===== src/rtl/lmsm_pkg.sv =====
// Shared types and default sizes for the LM/SM block sequencer.
// Optional feature macro: LMSM_DESC_EN (descending / stack-order transfers).
package lmsm_pkg;

   localparam int LMSM_NREG   = 8;
   localparam int LMSM_DATA_W = 16;
   localparam int LMSM_ADDR_W = 16;

   typedef enum logic [1:0] {
      ST_IDLE = 2'd0,
      ST_XFER = 2'd1,
      ST_WB   = 2'd2,
      ST_DONE = 2'd3
   } lmsm_state_e;

endpackage


===== src/rtl/lmsm_prio_enc.sv =====
// Priority encoder over the pending register mask.
// dir=0 picks the lowest set bit, dir=1 the highest (dir only driven
// non-zero when LMSM_DESC_EN is defined).
module lmsm_prio_enc
   import lmsm_pkg::*;
#(
   parameter  int NREG  = LMSM_NREG,
   localparam int IDX_W = $clog2(NREG)
) (
   input  logic [NREG-1:0]  mask,
   input  logic             dir,
   output logic [IDX_W-1:0] idx,
   output logic             any
);

   // Ascending scan: the first hit wins for dir=0, the last hit wins for dir=1.
   always_comb begin
      idx = '0;
      any = 1'b0;
      for (int unsigned i = 0; i < NREG; i++) begin
         if (mask[i] && (dir || !any)) begin
            idx = IDX_W'(i);
            any = 1'b1;
         end
      end
   end

endmodule


===== src/rtl/lmsm_block_sequencer.sv =====
// Multi-register load/store micro-sequencer. Walks the set bits of the
// latched register mask, runs one memory handshake per register and, for
// loads, writes the returned data back through a one-cycle WB state.
// All flops update on the falling clock edge, matching the controller.
// Optional feature macro: LMSM_DESC_EN adds the `desc` input
// (highest register first, addresses counting down from base).
module lmsm_block_sequencer
   import lmsm_pkg::*;
#(
   parameter  int NREG   = LMSM_NREG,
   parameter  int DATA_W = LMSM_DATA_W,
   parameter  int ADDR_W = LMSM_ADDR_W,
   localparam int IDX_W  = $clog2(NREG)
) (
   input  logic              clk,
   input  logic              proc_rst,
   input  logic              start,
   input  logic              is_store,
   input  logic [NREG-1:0]   reg_mask,
   input  logic [ADDR_W-1:0] base_addr,
`ifdef LMSM_DESC_EN
   input  logic              desc,
`endif
   output logic              busy,
   output logic              done,
   output logic [IDX_W:0]    xfer_count,
   output logic [IDX_W-1:0]  rf_raddr,
   input  logic [DATA_W-1:0] rf_rdata,
   output logic              rf_wen,
   output logic [IDX_W-1:0]  rf_waddr,
   output logic [DATA_W-1:0] rf_wdata,
   output logic              mem_req,
   output logic              mem_we,
   output logic [ADDR_W-1:0] mem_addr,
   output logic [DATA_W-1:0] mem_wdata,
   input  logic [DATA_W-1:0] mem_rdata,
   input  logic              mem_ack
);

   lmsm_state_e       state_q, state_n;
   logic [NREG-1:0]   mask_q, mask_n, clr_bit;
   logic [ADDR_W-1:0] base_q, base_n, off_q, off_n, addr_n;
   logic              store_q, store_n, dir_q, dir_n;
   logic [IDX_W:0]    cnt_n;
   logic [IDX_W-1:0]  idx_q, enc_idx, waddr_n;
   logic [DATA_W-1:0] wdata_n;
   logic              enc_any, desc_in;

`ifdef LMSM_DESC_EN
   assign desc_in = desc;
`else
   assign desc_in = 1'b0;
`endif

   // The encoder looks at the *next* pending mask so the current index can
   // be registered alongside the state; rf_raddr is then a plain flop.
   lmsm_prio_enc #(.NREG(NREG)) u_prio_enc (
      .mask (mask_n),
      .dir  (dir_n),
      .idx  (enc_idx),
      .any  (enc_any)
   );

   assign rf_raddr  = idx_q;
   assign mem_wdata = mem_req ? rf_rdata : '0;

   // Next pending mask and direction (kept apart from the FSM to avoid a loop through the encoder).
   always_comb begin
      mask_n  = mask_q;
      dir_n   = dir_q;
      clr_bit = '0;
      clr_bit[idx_q] = 1'b1;
      case (state_q)
         ST_IDLE: begin
            if (start) begin
               mask_n = reg_mask;
               dir_n  = desc_in;
            end
         end
         ST_XFER: begin
            if (mem_ack) mask_n = mask_q & ~clr_bit;
         end
         default: ;
      endcase
   end

   // FSM next state, offset/count bookkeeping and load capture.
   always_comb begin
      state_n = state_q;
      base_n  = base_q;
      off_n   = off_q;
      store_n = store_q;
      cnt_n   = xfer_count;
      waddr_n = rf_waddr;
      wdata_n = rf_wdata;
      case (state_q)
         ST_IDLE: begin
            if (start) begin
               base_n  = base_addr;
               store_n = is_store;
               off_n   = '0;
               cnt_n   = '0;
               state_n = enc_any ? ST_XFER : ST_DONE;
            end
         end
         ST_XFER: begin
            if (mem_ack) begin
               off_n = off_q + ADDR_W'(1);
               cnt_n = xfer_count + (IDX_W+1)'(1);
               if (!store_q) begin
                  wdata_n = mem_rdata;
                  waddr_n = idx_q;
                  state_n = ST_WB;
               end else begin
                  state_n = enc_any ? ST_XFER : ST_DONE;
               end
            end
         end
         ST_WB:   state_n = enc_any ? ST_XFER : ST_DONE;
         ST_DONE: state_n = ST_IDLE;
         default: state_n = ST_IDLE;
      endcase
      addr_n = dir_n ? (base_n - off_n) : (base_n + off_n);
   end

   // State and registered outputs; outputs are decoded from the next state so they align with it.
   always_ff @(negedge clk) begin
      if (!proc_rst) begin
         state_q    <= ST_IDLE;
         mask_q     <= '0;
         base_q     <= '0;
         off_q      <= '0;
         store_q    <= 1'b0;
         dir_q      <= 1'b0;
         idx_q      <= '0;
         xfer_count <= '0;
         busy       <= 1'b0;
         done       <= 1'b0;
         rf_wen     <= 1'b0;
         rf_waddr   <= '0;
         rf_wdata   <= '0;
         mem_req    <= 1'b0;
         mem_we     <= 1'b0;
         mem_addr   <= '0;
      end else begin
         state_q    <= state_n;
         mask_q     <= mask_n;
         base_q     <= base_n;
         off_q      <= off_n;
         store_q    <= store_n;
         dir_q      <= dir_n;
         idx_q      <= enc_idx;
         xfer_count <= cnt_n;
         busy       <= (state_n != ST_IDLE);
         done       <= (state_n == ST_DONE);
         rf_wen     <= (state_n == ST_WB);
         rf_waddr   <= waddr_n;
         rf_wdata   <= wdata_n;
         mem_req    <= (state_n == ST_XFER);
         mem_we     <= (state_n == ST_XFER) && store_n;
         mem_addr   <= (state_n == ST_XFER) ? addr_n : '0;
      end
   end

endmodule


===== config.mk =====
export PLATFORM = sky130hd
export DESIGN_NAME = lmsm_block_sequencer
export DESIGN_NICKNAME = d
export VERILOG_FILES = /design/src/rtl/lmsm_pkg.sv /design/src/rtl/lmsm_prio_enc.sv /design/src/rtl/lmsm_block_sequencer.sv
export SDC_FILE = /design/constraint.sdc
export NUM_CORES = 1
export LEC_CHECK = 0
export CORE_MARGIN = 8
export CORE_UTILIZATION = 45
export CTS_CLUSTER_DIAMETER = 150
export DETAILED_ROUTE_END_ITERATION = 16
export GPL_TIMING_DRIVEN = 0
export MAX_ROUTING_LAYER = met4
export PLACE_DENSITY_LB_ADDON = 0.3
export SYNTH_ARGS = -nofsm -noshare
export SYNTH_HDL_FRONTEND = slang
export SYNTH_SLANG_ARGS = --single-unit

===== constraint.sdc =====
create_clock -name clk -period 4 [get_ports clk]
set_input_delay 0.8 -clock clk [delete_from_list [all_inputs] [get_ports clk]]
set_output_delay 0.8 -clock clk [all_outputs]
set_load 0.02 [all_outputs]

==> results by group, run 1 <==
STA
  – Final WS setup: -1810 ps
  – Final Hold Viols: 0
  – Slew HR: 0.578
  – Clock Skew: 44.7 ps
  – Slew @ Worst Pin: 632 ps
  – TNS Setup: -24900 ps
  – Setup violations, final: 26
  – Pins Over Slew Limit: 0
  – Unrepaired setup endpoints after global routing: true

Die
  – Floorplan core area: about 11000 um^2
  – Starting Density: 0.457
  – IO Count: 124
  – Total Die Area: 14500 um^2
  – Row cnt: 38
  – Die width: 120 um
  – DIE HEIGHT: approximately 120 um

Finish
  – Fin cells: ~1000
  – Post-layout instance area: 7830 um^2
  – Number of fillers in the final layout: 799
  – Area Overhead vs Synth: 59.7%
  – Register area: 1830 um^2
  – Multi-input logic area: 3320 um^2
  – Proportion of layout cells with a drive suffix above 1: 0.233
  – Nets: 963
  – Diode count: 0

Worst hold path
  – Hold WC Path Type: reg -> reg
  – Hold Path Depth: 2

Pwr
  – Static leakage: between 3 and 4 nW
  – Pwr Total: 3.20 mW
  – Int Pwr: a little over 2 mW
  – Pwr dens: 409 nW/um^2
  – Sequential Power Share: 0.315
  – Combinational Power Share: 0.329
  – Sw power: roughly 1.2 mW
  – Peak supply drop: 0.205 mV
  – Switching Fraction: 0.369
  – Clock share of power: 0.356

Place
  – DP HPWL: 10900 um
  – Port Buffer Count: 123
  – Area after DPL: roughly 6400 um^2
  – Gpl congestion: slightly below 0.9
  – Placed Cells: 875
  – Pre-CTS WS: -3010 ps

Global routing
  – GRT Overall Usage: 0.229
  – Overflow after GRT: 0
  – Vias in the first global route: around 5700
  – Initial antenna violation count: 0
  – First-pass GRT wire length: around 26000 um
  – Largest net degree at the start of global routing: 15

Job
  – Max Cap Viol: 0

Yosys
  – Cell Area, Synth: ~4900 um^2
  – Synthesis Warnings: 0
  – Post-synthesis register bit count: 91
  – Mapped Cells: 612
  – Post-synth EDFFs: 0
  – Main synth FF type: dfxtp_1
  – Syn Area/Cell: 8.02 um^2
  – Syn_nets: 692
  – Seq/Total Area, Yosys: 0.371
  – Library cells used by synthesis: 66
  – Fraction of registers with async set/reset: 0

Setup path
  – Worst Reg-to-Reg Cells: 16
  – Worst endpoint data arrival time: just over 4000 ps
  – Critical Path Fanout Max: 5
  – Required @ worst endpoint: 2290 ps
  – Crit path launch type: primary input
  – Crit Path Class: in -> reg
  – Setup crit end kind: register

Route
  – Remaining DRCs: 0
  – WL/cell: 16.8 um
  – Starting DRT DRC Count: 364
  – Final ANT Viol Nets: 0
  – Routed WL: about 17000 um
  – Detailed-route via count: 5543
  – First-pass DRT Iterations: 7
  – Via density: 5.40

Clock tree
  – CTS H-Tree Depth: 3
  – CTS tree: done
  – Max clock buf depth: 2
  – Hold_buf cts: 0
  – Clock tree sinks: 91
  – Latest clock arrival within the worst-skew pair: around 450 ps
  – Root Driver: clkbuf_8
  – Worst-path clk slew: about 30 ps
  – CTS buffer count: 9

Outcome
  – Failing checks: negative setup slack
  – Outcome: finished, violations left
## logic make-up after synthesis
group	Yosys count	share of synthesized area
adder cells (fa/ha/maj)	19	0.0500
AND/OR/NAND/NOR	287	0.282
AO/OA/AOI/OAI	117	0.149
XOR/XNOR	33	0.0589
multiplexers	19	0.0479
buffers and inverters	46	0.0411
flip-flops	91	0.371
## through the flow
| stage | util | hold slack, ps |
|---|---|---|
| global placement | 0.598 | 441 |
| detailed placement | 0.598 | 449 |
| floorplan | - | 444 |
| CTS | 0.688 | 452 |
| finish | 0.729 | 449 |
| global route | 0.729 | 476 |
## worst paths after layout
check	from	endpoint	slack, ps
setup / recovery	start	mem_addr[15]	-1810
hold / removal	rf_wdata[15]	rf_wdata[15]	450
setup reg to reg	off_q[0]	mem_addr[15]	-110
hold reg to reg	rf_wdata[15]	rf_wdata[15]	450
## per-layer routing
layer,part of all wire,track usage
met5,0,-
met4,0.031,0.127
met3,0.077,0.0998
met2,0.50,0.380
met1,0.39,0.222
## final cells by class
| type | instances | area share |
|---|---|---|
| Timing Repair Buffer | 174 | 0.213 |
| Clock buffer | 9 | 0.0158 |
| Tap cell | 140 | 0.0224 |
| Clock inverter | 97 | 0.0577 |
| Buffer | 25 | 0.0272 |
| Multi-Input combinational cell | 475 | 0.423 |
| Inverter | 16 | 0.00767 |
| Sequential cell | 91 | 0.233 |
## cell usage after synthesis (all sizes together) (3+ instances only)
master / n / area, um^2
mux2: 6 / 67.6
xor2: 23 / 201
a21oi: 60 / 300
nand2: 126 / 475
nand4: 9 / 68.8
o22ai: 3 / 25.0
and3: 4 / 25.0
o21ai: 17 / 88.8
nand3b: 4 / 30.0
inv: 16 / 60.1
o21a: 5 / 37.5
nand2b: 6 / 37.5
nor3: 16 / 85.1
nand3: 13 / 65.1
a22oi: 3 / 22.5
or4: 3 / 22.5
xnor2: 10 / 87.6
nor4: 5 / 67.6
o31ai: 3 / 22.5
buf: 12 / 73.8
nor2b: 5 / 31.3
clkbuf: 17 / 63.8
ha: 18 / 225
dfxtp: 91 / 1820
and2: 26 / 163
or3: 4 / 25.0
nor2: 56 / 213
o21bai: 4 / 30.0
mux4: 3 / 67.6
or2: 5 / 31.3
mux2i: 10 / 100
## critical path, stage by stage
cell and delay, ps:
buf_8 70, or3b_4 420, o211ai_1 190, nand2_4 130
or2_4 270, o21ai_2 130, xor2_1 250, ha_2 290
nor2_1 90, a21oi_2 220, o311ai_4 150, a211oi_2 260
nor2_1 90, a211o_1 320, nor2b_1 140, mux2_4 270
## sequential cells by signal, summed over array words and instances (netlist names), 2 cells and up
name	count
base_q	16
mask_q	8
mem_addr	16
off_q	16
rf_raddr	3
rf_waddr	3
rf_wdata	16
state_q	2
xfer_count	4
## power groups by stage
stage / registers [mW] / logic, mW / clock network (mW)
6_report: 1.01 / 1.05 / 1.14
5_1_grt: 1.01 / 1.14 / 1.27
4_1_cts: 1.01 / 0.930 / 1.15
3_5_place_dp: 1.02 / 0.801 / 0.139
3_3_place_gp: 1.02 / 0.781 / 0.139
2_1_floorplan: 1.07 / 0.470 / 0.139
## layout by cell type, fill, tap and decap left out, types with 4 or more instances in the layout
| cell type | netlist | routed |
|---|---|---|
| nand2_1 | 125 | 117 |
| inv_1 | 15 | 102 |
| dfxtp_1 | 91 | 88 |
| clkdlybuf4s50_1 | 0 | 58 |
| a21oi_1 | 60 | 50 |
| nor2_1 | 55 | 50 |
| dlygate4sd2_1 | 0 | 42 |
| buf_4 | 2 | 42 |
| buf_6 | 2 | 24 |
| xor2_1 | 23 | 22 |
| and2_1 | 26 | 16 |
| nor3_1 | 15 | 14 |
| nand3_1 | 13 | 12 |
| ha_1 | 18 | 11 |
| clkbuf_1 | 17 | 10 |
| clkbuf_8 | 0 | 10 |
| and2_4 | 0 | 10 |
| o21ai_0 | 16 | 9 |
| xnor2_1 | 10 | 9 |
| nand4_1 | 7 | 7 |
| nor2_2 | 1 | 6 |
| mux2i_1 | 10 | 6 |
| a21oi_2 | 0 | 6 |
| nand2_2 | 1 | 6 |
| ha_2 | 0 | 6 |
| buf_8 | 0 | 5 |
| nand2b_1 | 6 | 5 |
| o21a_1 | 5 | 5 |
| nand3b_1 | 4 | 4 |
| clkbuf_2 | 0 | 4 |
| mux2i_2 | 0 | 4 |
| inv_2 | 1 | 4 |
| or2_4 | 0 | 4 |
| mux2_1 | 5 | 4 |
| and3_1 | 4 | 4 |
| a21oi_4 | 0 | 4 |
| o21ai_2 | 1 | 4 |
## repair_timing
action,CTS,global route
resized for setup,192,88
gates cloned,0,2
pin swaps,38,45
setup endpoints to repair,152,53
setup buffers,41,25
Note: power is estimated with default switching activity, not from simulation.
==> inputs of run 2 (changes only) <==
--- a/config.mk
+++ b/config.mk
@@ -8,6 +8,7 @@
 export CORE_MARGIN = 8
 export CORE_UTILIZATION = 45
 export CTS_CLUSTER_DIAMETER = 150
+export CTS_CLUSTER_SIZE = 12
 export DETAILED_ROUTE_END_ITERATION = 16
 export GPL_TIMING_DRIVEN = 0
 export MAX_ROUTING_LAYER = met4
==> results of run 2 <==
The final DEF is identical to that of run 1; final timing and power are the same.
